File: src/rtl/dlx_decode.sv
// DLX instruction decode stage with a 32x32 register file and a pending-write scoreboard.
// Decodes one instruction per accept into a registered ALU bundle held under backpressure.
// Ports:
//   clk_i, rst_i                     clock; synchronous active-high reset
//   if_valid_i, if_instr_i, if_pc_i  fetched instruction
//   id_ready_o                       decode can accept this cycle (combinational)
//   wb_en_i, wb_rd_i, wb_data_i      register-file write port
//   ex_ready_i                       ALU consumes the bundle this cycle
//   ex_*_o                           registered bundle: valid, ALU op, operands, rd/we,
//                                    load/store flags, store data, PC, illegal flag
module dlx_decode #(
    parameter bit WB_BYPASS = 1'b1
) (
    input  logic        clk_i,
    input  logic        rst_i,
    input  logic        if_valid_i,
    input  logic [31:0] if_instr_i,
    input  logic [31:0] if_pc_i,
    output logic        id_ready_o,
    input  logic        wb_en_i,
    input  logic [4:0]  wb_rd_i,
    input  logic [31:0] wb_data_i,
    input  logic        ex_ready_i,
    output logic        ex_valid_o,
    output logic [3:0]  ex_I_o,
    output logic [31:0] ex_op1_o,
    output logic [31:0] ex_op2_o,
    output logic [4:0]  ex_rd_o,
    output logic        ex_we_o,
    output logic        ex_load_o,
    output logic        ex_store_o,
    output logic [31:0] ex_sdata_o,
    output logic [31:0] ex_pc_o,
    output logic        ex_illegal_o
);

    typedef struct packed {
        logic        valid;
        logic [3:0]  alu;
        logic [31:0] op1;
        logic [31:0] op2;
        logic [4:0]  rd;
        logic        we;
        logic        load;
        logic        store;
        logic [31:0] sdata;
        logic [31:0] pc;
        logic        illegal;
    } bundle_t;

    logic [31:0] regs_q [32];
    logic [31:0] pend_q, pend_d;
    bundle_t     bundle_q, bundle_d, dec_bundle;

    logic [5:0]  opcode, func;
    logic [4:0]  f_rs1, f_rs2, f_rt, f_rd, dest;
    logic [15:0] imm;
    logic [3:0]  alu_op;
    logic        rtype, use_rs1, use_rs2, use_rd_src, writes;
    logic        is_lhi, is_load, is_store, illegal, imm_zext, we;
    logic [31:0] wb_hit, busy_mask, need_mask;
    logic [31:0] rs1_val, rs2_val, rt_val;
    logic        hazard, accept;

    assign opcode = if_instr_i[31:26];
    assign f_rs1  = if_instr_i[25:21];
    assign f_rs2  = if_instr_i[20:16];
    assign f_rt   = if_instr_i[20:16];
    assign f_rd   = if_instr_i[15:11];
    assign func   = if_instr_i[5:0];
    assign imm    = if_instr_i[15:0];

    always_comb begin
        alu_op     = 4'd0;
        rtype      = 1'b0;
        use_rs1    = 1'b0;
        use_rs2    = 1'b0;
        use_rd_src = 1'b0;
        writes     = 1'b0;
        is_lhi     = 1'b0;
        is_load    = 1'b0;
        is_store   = 1'b0;
        illegal    = 1'b0;
        imm_zext   = 1'b0;
        if (opcode == 6'h00) begin
            rtype   = 1'b1;
            use_rs1 = 1'b1;
            use_rs2 = 1'b1;
            writes  = 1'b1;
            case (func)
                6'h20: alu_op = 4'd0;
                6'h22: alu_op = 4'd1;
                6'h24: alu_op = 4'd2;
                6'h25: alu_op = 4'd3;
                6'h26: alu_op = 4'd4;
                6'h04: alu_op = 4'd5;
                6'h06: alu_op = 4'd6;
                6'h07: alu_op = 4'd7;
                // 0x28..0x2D map directly onto SEQ..SGE (8..13)
                6'h28, 6'h29, 6'h2A, 6'h2B, 6'h2C, 6'h2D: alu_op = func[3:0];
                default: begin
                    illegal = 1'b1;
                    use_rs1 = 1'b0;
                    use_rs2 = 1'b0;
                    writes  = 1'b0;
                end
            endcase
        end else begin
            use_rs1 = 1'b1;
            writes  = 1'b1;
            case (opcode)
                6'h08: alu_op = 4'd0;
                6'h0A: alu_op = 4'd1;
                6'h0C: begin alu_op = 4'd2; imm_zext = 1'b1; end
                6'h0D: begin alu_op = 4'd3; imm_zext = 1'b1; end
                6'h0E: begin alu_op = 4'd4; imm_zext = 1'b1; end
                6'h14: alu_op = 4'd5;
                6'h16: alu_op = 4'd6;
                6'h17: alu_op = 4'd7;
                6'h18, 6'h19, 6'h1A, 6'h1B, 6'h1C, 6'h1D: alu_op = opcode[3:0];
                6'h0F: begin is_lhi = 1'b1; use_rs1 = 1'b0; end
                6'h23: is_load = 1'b1;
                6'h2B: begin is_store = 1'b1; writes = 1'b0; use_rd_src = 1'b1; end
                default: begin
                    illegal = 1'b1;
                    use_rs1 = 1'b0;
                    writes  = 1'b0;
                end
            endcase
        end
    end

    assign dest = rtype ? f_rd : f_rt;
    assign we   = writes && (dest != 5'd0);

    // A register being written this cycle is treated as already available.
    assign wb_hit    = (WB_BYPASS && wb_en_i) ? (32'd1 << wb_rd_i) : 32'd0;
    assign busy_mask = pend_q & ~wb_hit & ~32'd1;

    assign rs1_val = (f_rs1 == 5'd0) ? 32'd0 : wb_hit[f_rs1] ? wb_data_i : regs_q[f_rs1];
    assign rs2_val = (f_rs2 == 5'd0) ? 32'd0 : wb_hit[f_rs2] ? wb_data_i : regs_q[f_rs2];
    assign rt_val  = (f_rt  == 5'd0) ? 32'd0 : wb_hit[f_rt]  ? wb_data_i : regs_q[f_rt];

    assign need_mask = (use_rs1    ? (32'd1 << f_rs1) : 32'd0)
                     | (use_rs2    ? (32'd1 << f_rs2) : 32'd0)
                     | (use_rd_src ? (32'd1 << f_rt)  : 32'd0)
                     | (we         ? (32'd1 << dest)  : 32'd0);
    assign hazard    = |(need_mask & busy_mask);

    assign id_ready_o = !hazard && (!bundle_q.valid || ex_ready_i);
    assign accept     = if_valid_i && id_ready_o;

    always_comb begin
        dec_bundle         = '0;
        dec_bundle.valid   = 1'b1;
        dec_bundle.pc      = if_pc_i;
        dec_bundle.illegal = illegal;
        if (!illegal) begin
            dec_bundle.alu   = alu_op;
            dec_bundle.op1   = is_lhi ? 32'd0 : rs1_val;
            dec_bundle.rd    = writes ? dest : 5'd0;
            dec_bundle.we    = we;
            dec_bundle.load  = is_load;
            dec_bundle.store = is_store;
            dec_bundle.sdata = is_store ? rt_val : 32'd0;
            if (rtype)         dec_bundle.op2 = rs2_val;
            else if (is_lhi)   dec_bundle.op2 = {imm, 16'h0000};
            else if (imm_zext) dec_bundle.op2 = {16'h0000, imm};
            else               dec_bundle.op2 = {{16{imm[15]}}, imm};
        end
    end

    always_comb begin
        bundle_d = bundle_q;
        if (accept) begin
            bundle_d = dec_bundle;
        end else if (ex_ready_i) begin
            bundle_d.valid = 1'b0;
        end
        pend_d = pend_q;
        if (wb_en_i) pend_d[wb_rd_i] = 1'b0;
        // Set after clear so a same-cycle set/clear of one bit stays pending.
        if (accept && we) pend_d[dest] = 1'b1;
    end

    always_ff @(posedge clk_i) begin
        if (rst_i) begin
            bundle_q <= '0;
            pend_q   <= '0;
            for (int i = 0; i < 32; i++) regs_q[i] <= '0;
        end else begin
            bundle_q <= bundle_d;
            pend_q   <= pend_d;
            if (wb_en_i && (wb_rd_i != 5'd0)) regs_q[wb_rd_i] <= wb_data_i;
        end
    end

    assign ex_valid_o   = bundle_q.valid;
    assign ex_I_o       = bundle_q.alu;
    assign ex_op1_o     = bundle_q.op1;
    assign ex_op2_o     = bundle_q.op2;
    assign ex_rd_o      = bundle_q.rd;
    assign ex_we_o      = bundle_q.we;
    assign ex_load_o    = bundle_q.load;
    assign ex_store_o   = bundle_q.store;
    assign ex_sdata_o   = bundle_q.sdata;
    assign ex_pc_o      = bundle_q.pc;
    assign ex_illegal_o = bundle_q.illegal;

endmodule

File: config.mk
export PLATFORM = sky130hd
export DESIGN_NAME = dlx_decode
export DESIGN_NICKNAME = d
export VERILOG_FILES = /design/src/rtl/dlx_decode.sv
export SDC_FILE = /design/constraint.sdc
export NUM_CORES = 2
export LEC_CHECK = 0
export BUFFER_PORTS_ARGS = -buffer_cell sky130_fd_sc_hd__buf_2
export CAP_MARGIN = 20
export CELL_PAD_IN_SITES_DETAIL_PLACEMENT = 2
export CELL_PAD_IN_SITES_GLOBAL_PLACEMENT = 2
export CORE_MARGIN = 10
export CORE_UTILIZATION = 41
export DETAILED_ROUTE_END_ITERATION = 8
export GPL_TIMING_DRIVEN = 1
export HOLD_SLACK_MARGIN = 0.05
export PLACE_DENSITY_LB_ADDON = 0.12
export SLEW_MARGIN = 20
export SYNTH_ARGS = -nofsm -noshare
export SYNTH_HDL_FRONTEND = slang
export SYNTH_SLANG_ARGS = --single-unit
File: constraint.sdc
create_clock -name clk_i -period 3.2 [get_ports clk_i]
set_input_delay 0.16 -clock clk_i [delete_from_list [all_inputs] [get_ports clk_i]]
set_output_delay 0.16 -clock clk_i [all_outputs]
set_load 0.1 [all_outputs]
==> flow_summary.yaml <==
run_status:
  outcome: "finished, violations left"
  violations: "setup timing"
sta:
  setup_tns_ns: -0.0585
  grt_setup_unrepaired: "yes"
  period_share: 1.02
  relSlewSlack: 0.361
  drv_slew: 0
  setup_viol: 1
  timing.final.crit_period_ns: 3.26
  worstMarginPinSlew_ns: 0.959
  fin_ws_ns: -0.0585
  fin_worst_skew_ns: 0.0307
  hold_violations: 0
  fmax_mhz: 307
grt:
  grt_max_degree: 132
  overflow: 0
  antenna_found_initial: 31
  grt_pass1_wl_mm: 401
  grt_usage: 0.326
  grt_pass1_vias: 50300
synth:
  ys_ff_latch: 1197
  synth_xor_area_frac: 0.00164
  synth_warnings: 0
  yosysSeqAreaShare: 0.535
  synthAdderAreaFrac: 0.000156
  syn_area_um2: 64000
  async_flop_share: 0
  synth.area.top_cells: "edfxtp_1, mux4_2, and2_1, dfxtp_1, clkbuf_1"
  synth.mux.area_fraction: 0.233
  synth_top_area_frac: 0.480
  synth_top_family_by_area: "multiplexers"
  synthFlopType: "edfxtp_1"
  synth-edff-count: 1024
  ys_types: 86
  synthCells: 4540
  yosys.area.top_type: "edfxtp_1"
  avgSynthCellArea_um2: 14.1
  yosys.area_share.simple: 0.144
  synth_compound_gate_area_share: 0.0561
worst_setup_path:
  worstSetupPathType: "flip-flop to primary output"
  crit_path_start_kind: "flip-flop"
  endpoint_kind: "primary output"
  worstPathRequired_ns: 3.04
  crit_fanout: 2
  r2r_start: "pend_q[11]"
  crit_start: "pend_q[11]"
  cp_data_arrival_time_ns: 3.10
detailed_routing:
  viasPerCell: 6.52
  wire_per_inst_um: 39.4
  num_vias: 47200
  drt_wl_total_mm: 285
  drc: 0
  drtIter0Drc: 6730
  firstDrtPassIters: 7
  ant_nets: 0
floorplanning:
  io_pins: 249
  die_x_um: 415
  core_area_um2: 155000
  die_area_um2: 172000
  die_y_um: 415
  rows: 144
  initial_utilization: 0.414
cells_and_area:
  fillers: 14300
  syn2layout_area_growth_pct: 20.4
  multi_input_area_um2: 28400
  drive_above_1_share: 0.333
  nets: 5179
  seqCellArea_um2: 34200
clock_tree:
  cts_root_buffer: "clkbuf_16"
  clockBufferDepth: 3
  h-tree-depth: 4
  cts_tree: "built"
  cts.clk_slew.worst_paths_ns: 0.06
  cts_made_buffers: 144
  cts.sinks: 1197
  clk_latency_ns: 0.81
place:
  gp_congestion: 0.894
  portBuffers: 248
  hpwl_mm: 183
hold_path:
  hold_path_class: "input port to flip-flop"
  hold_path.startpoint: "wb_data_i[2]"
power:
  vdd_ir_drop_max_v: 0.000566
  total_power_w: 0.0405
  p_leak_nw: 27.3
  power_density_nw_per_um2: 526
job:
  cap_violations: 0
==> cells by family after synthesis <==
kind of cell / count (synthesis)
flip-flops: 1197
AND/OR/NAND/NOR: 1564
multiplexers: 689
AO/OA/AOI/OAI: 579
adder cells (fa/ha/maj): 1
XOR/XNOR: 12
other: 1
buffers and inverters: 497
==> synthesized netlist by cell type (14+ instances only) <==
cell and n:
a211oi_1 27, a21oi_1 80, and2_1 995, buf_1 75
buf_2 14, clkbuf_1 390, dfxtp_1 173, edfxtp_1 1024
mux2i_1 47, mux4_2 640, nand2_1 137, nand2b_1 17
nand3_1 80, nand3b_1 16, nor2_1 93, nor2b_1 110
nor3_1 16, o211ai_1 41, o21ai_0 240, o21ai_1 32
o221ai_1 17, o22ai_1 20, o31ai_1 27, o32ai_1 30
or2_2 43
==> layout make-up <==
| class | instances | area share |
|---|---|---|
| Clock inverter | 61 | 0.00740 |
| Antenna cell | 16 | 0.000519 |
| Tap cell | 2044 | 0.0332 |
| Inverter | 11 | 0.000536 |
| Clock buffer | 193 | 0.0511 |
| Timing Repair Buffer | 842 | 0.0949 |
| Multi-Input combinational cell | 2877 | 0.368 |
| Sequential cell | 1197 | 0.444 |
==> stage by stage <==
step | cells | setup WS (ns) | util | hold slack [ns] | cell area, um2
final | 7241 | -0.0585 | 0.499 | 0.0724 | 77100
after detailed placement | 6890 | -0.552 | 0.464 | 0.429 | 71700
after global routing | 7231 | -0.164 | 0.499 | 0.0709 | 77100
after floorplan | 4571 | -0.124 | - | 0.308 | 64200
after global placement | 6890 | -0.459 | 0.464 | 0.426 | 71700
after CTS | 7222 | -0.0266 | 0.498 | 0.0509 | 77000
==> routing by layer <==
| layer | vias to the layer above | part of all wire | track usage |
|---|---|---|---|
| met5 | - | 0.00021 | 0 |
| met4 | 8 | 0.044 | 0.135 |
| met3 | 628 | 0.093 | 0.0683 |
| met2 | 2780 | 0.48 | 0.535 |
| met1 | 25300 | 0.38 | 0.419 |
| li1 | 18500 | - | - |
==> worst max-delay path: stages (launching register included) <==
cell,delay (ns)
dfxtp_1,0.32
o21ai_0,0.13
buf_4,0.18
o22ai_1,0.10
nor4_2,0.39
a211o_1,0.28
or3b_2,0.51
nor3_4,0.18
buf_12,0.20
==> state kept, by name, indices dropped and copies added, names as in the netlist, 4 cells and up <==
register and count:
ex_op2_o 32, ex_sdata_o 32, ex_rd_o 5, pend_q 31
ex_pc_o 32, ex_I_o 4, ex_op1_o 32, regs_q 1024
==> worst paths after layout <==
path                                      to  slack [ns]  cells after the start
worst min register to register    ex_rd_o[1]        0.48                      2
worst max-delay path              id_ready_o       -0.06                      8
worst max register to register   ex_pc_o[13]        0.07                     12
worst min-delay path            regs_q[2][2]        0.07                      2
==> where the power goes <==
part           switching [W]  internal [W]
Sequential          0.000473        0.0177
Clock                0.00703       0.00923
Combinational        0.00363       0.00244
Total                 0.0111        0.0294
==> what timing repair did <==
| item | in CTS | in global routing |
|---|---|---|
| hold endpoints to repair | 507 | 0 |
| pin swaps | 3 | 10 |
| resized for setup | 6 | 12 |
| hold buffers | 77 | 0 |
| buffers inserted | 1 | 3 |
| setup endpoints to repair | 1 | 1 |
==> cells in the final DEF, fill, tap and decap left out, types with 16 or more instances in the layout <==
| cell type | synthesis | routed |
|---|---|---|
| buf_2 | 14 | 236 |
| or2_2 | 43 | 43 |
| clkinv_1 | 0 | 19 |
| nor2_1 | 93 | 62 |
| o22ai_1 | 20 | 19 |
| and2_1 | 995 | 995 |
| o21ai_1 | 32 | 36 |
| clkinv_2 | 0 | 22 |
| conb_1 | 1 | 32 |
| dlygate4sd3_1 | 0 | 77 |
| mux4_2 | 640 | 640 |
| edfxtp_1 | 1024 | 1024 |
| a211oi_1 | 27 | 24 |
| dfxtp_1 | 173 | 173 |
| nand3b_1 | 16 | 16 |
| nor2b_1 | 110 | 110 |
| o21ai_0 | 240 | 233 |
| diode_2 | 0 | 16 |
| nand3_1 | 80 | 79 |
| nand2_1 | 137 | 136 |
| o221ai_1 | 17 | 17 |
| o31ai_1 | 27 | 27 |
| nor2_4 | 0 | 31 |
| mux2i_1 | 47 | 45 |
| clkbuf_1 | 390 | 38 |
| clkbuf_16 | 0 | 148 |
| buf_4 | 3 | 414 |
| buf_12 | 0 | 108 |
| o32ai_1 | 30 | 29 |
| o211ai_1 | 41 | 41 |
| a21oi_1 | 80 | 80 |
No activity file was read; power rests on OpenSTA's default activity.
